### config.mk
export PLATFORM = sky130hd
export DESIGN_NAME = frame_sequencer
export DESIGN_NICKNAME = d
export VERILOG_FILES = /design/src/rtl/frame_sequencer.sv
export SDC_FILE = /design/constraint.sdc
export NUM_CORES = 1
export LEC_CHECK = 0
export CAP_MARGIN = 0
export CORE_MARGIN = 2
export CORE_UTILIZATION = 55
export CTS_CLUSTER_DIAMETER = 100
export CTS_CLUSTER_SIZE = 24
export DETAILED_ROUTE_END_ITERATION = 16
export PLACE_DENSITY = 0.84
export RECOVER_POWER = 50
export SLEW_MARGIN = 20
export SYNTH_ARGS = -nofsm -noshare
export SYNTH_HDL_FRONTEND = slang
export SYNTH_SLANG_ARGS = --single-unit
### constraint.sdc
create_clock -name clk -period 3.35 [get_ports clk]
set_input_delay 0.5025 -clock clk [delete_from_list [all_inputs] [get_ports clk]]
set_output_delay 0.5025 -clock clk [all_outputs]
set_load 0.02 [all_outputs]
### src/rtl/frame_sequencer.sv
// frame_sequencer: streams a stored vector frame from the point buffer into the line drawer, with blank dwell and stall watchdog.
module frame_sequencer #(
  parameter int ADDR_W       = 11,
  parameter int DWELL_CYCLES = 16,
  parameter int WDT_CYCLES   = 1048576,
  parameter int SHIFT        = 0
) (
  input  logic              clk,
  input  logic              reset,
  input  logic              enable,
  input  logic              frame_valid,
  input  logic [ADDR_W-1:0] num_points,
  output logic [ADDR_W-1:0] read_address,
  input  logic [24:0]       point,
  output logic              done_drawing,
  input  logic              ready,
  output logic              draw,
  output logic [11:0]       x,
  output logic [11:0]       y,
  output logic [3:0]        shift,
  output logic              beam,
  output logic              busy,
  output logic              fault
);
  localparam logic [2:0] S_IDLE  = 3'd0;
  localparam logic [2:0] S_FETCH = 3'd1;
  localparam logic [2:0] S_DATA  = 3'd2;
  localparam logic [2:0] S_ISSUE = 3'd3;
  localparam logic [2:0] S_DWELL = 3'd4;
  localparam logic [2:0] S_DONE  = 3'd5;
  localparam logic [2:0] S_FAULT = 3'd6;
  localparam int WW  = $clog2(WDT_CYCLES + 1);
  localparam int DWW = $clog2(DWELL_CYCLES + 2);

  logic [2:0]        r_state;
  logic [ADDR_W-1:0] r_idx, r_np, r_read_address;
  logic              r_pbeam, r_draw, r_beam, r_done, r_fault;
  logic [10:0]       r_px, r_py;
  logic [11:0]       r_x, r_y;
  logic [WW-1:0]     r_wdt;
  logic [DWW-1:0]    r_dw;
  logic [ADDR_W-1:0] w_next;
  logic              w_unused;

  assign w_next       = r_idx + 1'b1;
  assign w_unused     = ^{point[12], point[0]};
  assign read_address = r_read_address;
  assign done_drawing = r_done;
  assign draw         = r_draw;
  assign x            = r_x;
  assign y            = r_y;
  assign shift        = 4'(SHIFT);
  assign beam         = r_beam;
  assign busy         = r_state != S_IDLE && r_state != S_FAULT;
  assign fault        = r_fault;

  always_ff @(posedge clk) begin
    if (reset) begin
      r_state        <= S_IDLE;
      r_idx          <= '0;
      r_np           <= '0;
      r_read_address <= '0;
      r_pbeam        <= 1'b0;
      r_px           <= '0;
      r_py           <= '0;
      r_draw         <= 1'b0;
      r_beam         <= 1'b0;
      r_done         <= 1'b0;
      r_fault        <= 1'b0;
      r_x            <= '0;
      r_y            <= '0;
      r_wdt          <= '0;
      r_dw           <= '0;
    end else begin
      r_draw <= 1'b0;
      r_done <= 1'b0;
      case (r_state)
        S_IDLE: begin
          r_beam         <= 1'b0;
          r_idx          <= '0;
          r_read_address <= '0;
          r_np           <= num_points;
          if (enable && frame_valid) r_state <= (num_points == '0) ? S_DONE : S_FETCH;
        end
        S_FETCH: r_state <= S_DATA;
        S_DATA: begin
          r_pbeam <= point[24];
          r_px    <= point[23:13];
          r_py    <= point[11:1];
          r_wdt   <= '0;
          r_state <= S_ISSUE;
        end
        S_ISSUE: begin
          if (!enable) begin
            r_beam         <= 1'b0;
            r_idx          <= '0;
            r_read_address <= '0;
            r_state        <= S_IDLE;
          end else if (ready) begin
            r_draw         <= 1'b1;
            r_x            <= {1'b0, r_px};
            r_y            <= {1'b0, r_py};
            r_beam         <= r_pbeam;
            r_idx          <= w_next;
            r_read_address <= w_next;
            r_dw           <= '0;
            r_state        <= (!r_pbeam && DWELL_CYCLES > 0) ? S_DWELL : (w_next == r_np) ? S_DONE : S_FETCH;
          end else if (r_wdt == WW'(WDT_CYCLES - 1)) begin
            r_beam  <= 1'b0;
            r_fault <= 1'b1;
            r_state <= S_FAULT;
          end else begin
            r_wdt <= r_wdt + 1'b1;
          end
        end
        S_DWELL: begin
          if (r_dw == DWW'(DWELL_CYCLES - 1)) r_state <= (r_idx == r_np) ? S_DONE : S_FETCH;
          else r_dw <= r_dw + 1'b1;
        end
        S_DONE: begin
          r_done         <= 1'b1;
          r_beam         <= 1'b0;
          r_idx          <= '0;
          r_read_address <= '0;
          r_state        <= S_IDLE;
        end
        S_FAULT: begin
          r_beam  <= 1'b0;
          r_fault <= 1'b1;
        end
        default: r_state <= S_IDLE;
      endcase
    end
  end
endmodule

==> results of run 1 <==
## report_power, final
part	internal (mW)	switching [mW]	leakage, nW
logic	0.131	0.192	1.04
clock network	0.296	0.468	0.102
registers	1.23	0.0327	0.810
total	1.66	0.693	1.95
## worst min-delay path, delay by kind of cell, from the launching register on
kind | cells | cell delay [ns]
flops | 1 | 0.32
compound gates | 1 | 0.05
simple gates | 1 | 0.05
## final cells by class
type	count	area [sq um]
Fill cell	682	2600
Timing Repair Buffer	85	816
Tap cell	105	131
Clock inverter	7	76.3
Sequential cell	100	2000
Multi-Input combinational cell	434	2330
Clock buffer	9	124
Inverter	3	11.3
## per-layer routing
layer	global-route usage, %	up-vias	part of all wire (%)
met5	0	-	0
li1	-	2070	-
met3	5.67	12	5.4
met4	8.57	0	1.5
met2	40.5	107	50
met1	29.1	1962	43
## cell families after synthesis
group,count (synthesis),synth area share (%)
AO/OA/AOI/OAI,125,15.9
XOR/XNOR,35,6.76
adder cells (fa/ha/maj),4,1.10
buffers and inverters,43,4.36
flip-flops,100,44.1
multiplexers,3,0.662
other,1,0.0826
AND/OR/NAND/NOR,261,27.0
## Yosys cell counts (2+ instances only)
cell type  instances
inv_1              3
nor2_1            43
nor3b_1            4
nand3_1           12
nand4_1           11
a21o_1             3
o21ai_0           18
a211oi_1           4
or3_1              6
nor4_1             7
mux2i_1            3
nor2b_1            3
dfxtp_1          100
buf_4              6
clkbuf_1          25
buf_2              5
and4_1             2
nand2b_1           7
a2111oi_0          2
a22oi_1            3
o21a_1             4
and2_1             2
buf_1              3
a31oi_1            2
and3_1             8
a21oi_1           85
nand2_1          132
xor2_1             8
ha_1               4
nor3_1            13
xnor2_1           27
## state kept, by name, summed over array words and instances (netlist names)
register	cells
r_wdt	21
r_np	11
r_px	11
r_py	11
read_address	11
x	11
y	11
r_dw	5
r_state	3
beam	1
done_drawing	1
draw	1
fault	1
r_pbeam	1
## worst paths after layout
path | startpoint | end | depth (start not counted)
max | r_state[1] | busy | 3
min | r_px[9] | x[9] | 2
max reg2reg | r_wdt[11] | r_state[2] | 6
min reg2reg | r_px[9] | x[9] | 2
==> out/metrics.cfg, run 1 <==
[finish]
flow.area_growth_from_synthesis_pct=21.0
final_core_util_pct=67.8
num_antenna_cells=0
final_nets=678
final_layout_size_suffix_gt1_share_pct=5.17
layout.cells.most_common=nand2_1
final_area_sq_um=5490
final_cells=743
final_cell_mix=nand2_1, dfxtp_1, a21oi_1

[die]
core_area_sq_um=8090
ioPinCount=85
rows=33
fp.dieArea_sq_um=8990
die_height_um=94.8
floorplan.initialDensity_pct=56.1
fp.dieW_um=94.8

[critical_path]
r2r_slack_ns=0.80
end_kind=primary output
crit_path_cell_trace=nor2b_1, or3_1, clkdlybuf4s50_1
worstPathMaxFanout=17
criticalPathCategory=reg2out
crit_buf_inv=1
worst_ep_required_time_ns=2.85
critical-path-max-stage-delay_ns=0.68
arrival_ns=2.10
critical-path-top-delay-family=flip-flops
crit_path_slowest_cell=dfxtp_1
crit_path_start_kind=flop

[power]
power.ir.vdd_worst_v=0.000306
powerDensity_nw_per_um2=428
design_power_total_mw=2.35
leakagePower_nw=1.95

[clock_network]
insertion_delay_ns=0.37
cts.sink_count=100
htree_num_levels=3
cts.clk_slew.worst_paths_ns=0.11
ctsHoldBuffers=0
max-clock-path-buffers=2
buffer_type_at_the_clock_tree_root=clkbuf_8
cts_post_setup_buffers_inserted=0
cts_made_buffers=9
post_cts_resized=0
cts_tree=done

[synth]
mappedNetlistArea_sq_um=4540
syn_inst=572
async_reset_ff_share_pct=0
ys_warn_count=0
synth.ff_latch_count=100
synth_edf_count=0
area_share_of_the_largest_cell_type_after_synthesis_pct=44.1
yosysTopAreaCell=dfxtp_1
yosys-top-cells-area=dfxtp_1, nand2_1, a21oi_1, xnor2_1, nor2_1
yosysSeqAreaShare_pct=44.1
synthDistinctLibCells=48
avg_synthesized_cell_area_sq_um=7.93
postSynth.topFlopCell=dfxtp_1

[detailed_routing]
drt-initial-drc-count=255
avgRoutedWirePerCell_um=14.0
detail-route-antenna-nets=0
detailroute.via_count=4151
route.detailed.vias_per_inst=5.59
drt_drc_violations_left=0
finalWirelength_mm=10.4
drt_pass1_iterations=5

[worst_hold_path]
worst_hold_check_path_type=reg2reg

[sta]
grt_setup_unrepaired=no
accumulated_negative_setup_slack_ns=0
worstMarginPinSlew_ns=0.673
setup_ws_ns=0.752
final_hold_viol_count=0
post-route-period-util_pct=77.5
final.hold.worst_slack_ns=0.452
period_minus_slack_ns=2.60
report.final.slew_viol_count=0
maxClockFrequency_mhz=385
finClkSkew_ns=0.0175
finalSetupViolCount=0
max_slew_margin_pct=55.1

[place]
gp_routability_congestion=0.921
io_buffer_count=76
placed_cells=727
post-place-ws_ns=0.834
detailed_place_hpwl_mm=7.39
placed_cell_area_sq_um=5330

[global_route]
grt_pass1_wl_mm=17.0
grt_start_max_net_pins=66
antenna_found_initial=0
grt_ovf=0
grt_util_all_layers_pct=23.7
first_global_vias=3816

[outcome]
run_status=finished clean

[job]
max_cap_violations=0

Note: power is estimated with default switching activity, not from simulation.
==> inputs of run 2 (changes only) <==
- CORE_UTILIZATION: 55 -> 52
- PLACE_DENSITY: 0.84 -> 0.8
- clock period: 3.35 -> 2.7 ns (I/O delays scaled with it)
==> out/metrics.cfg, run 2 (synthesis gave the netlist of run 1 again) <==
[sta]
period_minus_slack_ns=2.52
grt_setup_unrepaired=no
accumulated_negative_setup_slack_ns=0  ; unchanged
finClkSkew_ns=0.0190  ; +0.00158 ns
finalSetupViolCount=0  ; unchanged
worstMarginPinSlew_ns=0.722  ; +0.0491 ns
report.final.slew_viol_count=0  ; unchanged
setup_ws_ns=0.178  ; -0.574 ns
maxClockFrequency_mhz=397
max_slew_margin_pct=51.9  ; -3.3 points
final_hold_viol_count=0  ; unchanged
final.hold.worst_slack_ns=0.457  ; +0.00528 ns
post-route-period-util_pct=93.4

[clock_network]
cts_tree=done
cts_made_buffers=9  ; unchanged
post_cts_resized=0  ; unchanged
cts.clk_slew.worst_paths_ns=0.11  ; about the same
max-clock-path-buffers=2  ; unchanged
buffer_type_at_the_clock_tree_root=clkbuf_8
ctsHoldBuffers=0  ; unchanged
insertion_delay_ns=0.38  ; about the same
htree_num_levels=3  ; unchanged
cts_post_setup_buffers_inserted=0  ; unchanged
cts.sink_count=100  ; unchanged

[die]
fp.dieArea_sq_um=9490  ; +5.5%
ioPinCount=85  ; unchanged
die_height_um=97.4  ; +2.7%
rows=34  ; +3.0%
fp.dieW_um=97.4  ; +2.7%
floorplan.initialDensity_pct=52.8  ; -3.3 points
core_area_sq_um=8590  ; +6.2%

[job]
max_cap_violations=0  ; unchanged

[power]
clockPowerShare_pct=33.6  ; +1.1 points
power.switching_uw=893  ; +29%
share_comb_of_total_power_pct=13.4  ; -0.4 points
leakagePower_nw=1.99  ; +1.7%
design_power_total_mw=2.96  ; +26%
power.ir.vdd_worst_v=0.000301  ; -1.7%
internal-power_mw=2.07  ; +25%
powerDensity_nw_per_um2=534  ; +25%
seq_power_share_pct=53.1  ; -0.6 points
power_switching_share_pct=30.1  ; +0.62 points

[finish]
final_nets=679  ; +0.15%
filler_cell_count=705  ; +3.4%
layout.cells.most_common=nand2_1
final_cells=747  ; +0.54%
final_layout_size_suffix_gt1_share_pct=5.79  ; +0.62 points
final_core_util_pct=64.5  ; -3.3 points
num_antenna_cells=0  ; unchanged
area_taken_by_multi_input_logic_gates_sq_um=2360  ; +1.3%
final_area_sq_um=5550  ; +1.0%
flow.area_growth_from_synthesis_pct=22.2
final_cell_mix=nand2_1, dfxtp_1, a21oi_1
largest-register=r_wdt
largest_reg_flops=21  ; unchanged
regArea_sq_um=2000  ; unchanged

[critical_path]
arrival_ns=2.12  ; +0.02 ns
crit_path_start_kind=flop
crit_path_slowest_cell=dfxtp_1
end_kind=primary output
criticalPathCategory=reg2out
crit_path_cell_trace=nor2b_1, or3_1, clkdlybuf4s50_1
critical-path-max-stage-delay_ns=0.68  ; about the same
worstPathMaxFanout=17  ; unchanged
r2r_slack_ns=0.38  ; -0.42 ns
worst_ep_required_time_ns=2.30  ; -0.55 ns

[place]
placed_cells=731  ; +0.55%
post-place-ws_ns=0.361  ; -0.473 ns
placed_cell_area_sq_um=5340  ; +0.21%
gp_routability_congestion=0.888  ; -3.7%
io_buffer_count=76  ; unchanged
detailed_place_hpwl_mm=7.34  ; -0.73%

[detailed_routing]
drt-initial-drc-count=184  ; -28%
drt_drc_violations_left=0  ; unchanged
avgRoutedWirePerCell_um=13.9  ; -0.87%
drt_pass1_iterations=4  ; -1
detailroute.via_count=4059  ; -2.2%
route.detailed.vias_per_inst=5.43  ; -2.7%
detail-route-antenna-nets=0  ; unchanged
finalWirelength_mm=10.4  ; -0.34%

[outcome]
run_status=finished clean

[global_route]
first_global_vias=3930  ; +3.0%
grt_ovf=0  ; unchanged
antenna_found_initial=0  ; unchanged
grt_pass1_wl_mm=17.7  ; +3.9%
grt_start_max_net_pins=61  ; -7.6%
grt_util_all_layers_pct=22.1  ; -1.6 points

[worst_hold_path]
worst_hold_check_path_type=reg2reg

## run 2: changes by cell type in the layout (fill, tap and decap cells not counted), moves of 2 or more
cell	before	now
clkdlybuf4s50_1	47	44
dlygate4sd3_1	28	31
clkinv_4	3	1
clkinv_8	1	3
inv_8	3	1
## run 2: routing by layer
metal  vias up  wire length (um)  global-route usage (%)
li1       2074                 -                       -
met1      1896              4840                    28.2
met2        70              4880                    36.7
met3        19               467                    5.61
met4         0               217                    7.48
met5         -                 0                       0
## run 2: power groups by stage
stage	logic [mW]	clock network, mW	registers, mW
floorplan	0.275	0	1.59
global placement	0.390	0	1.60
detailed placement	0.398	0	1.60
CTS	0.400	1.01	1.57
global route	0.437	1.06	1.58
finish	0.396	0.995	1.57
## run 2: path summary, 6_finish.rpt
| check | start | to | cells after the start |
|---|---|---|---|
| max | r_state[1] | busy | 3 |
| min | x[8] | x[8] | 2 |
| max reg2reg | r_state[1] | r_wdt[18] | 6 |
| min reg2reg | x[8] | x[8] | 2 |
## run 2: cell type report
type	count	share of cell area [%]
multi-input cells	434	42.5
flip-flops and latches	100	36.1
clock buffers	9	2.23
inverters	3	0.203
repair buffers	86	14.8
clock inverters	7	1.69
well taps	108	2.44
## run 2: critical path: cells and delay by family, from the launching register on
kind          cells  cell delay, ns
buf+inv           1            0.55
flops             1            0.68
simple gates      2            0.52
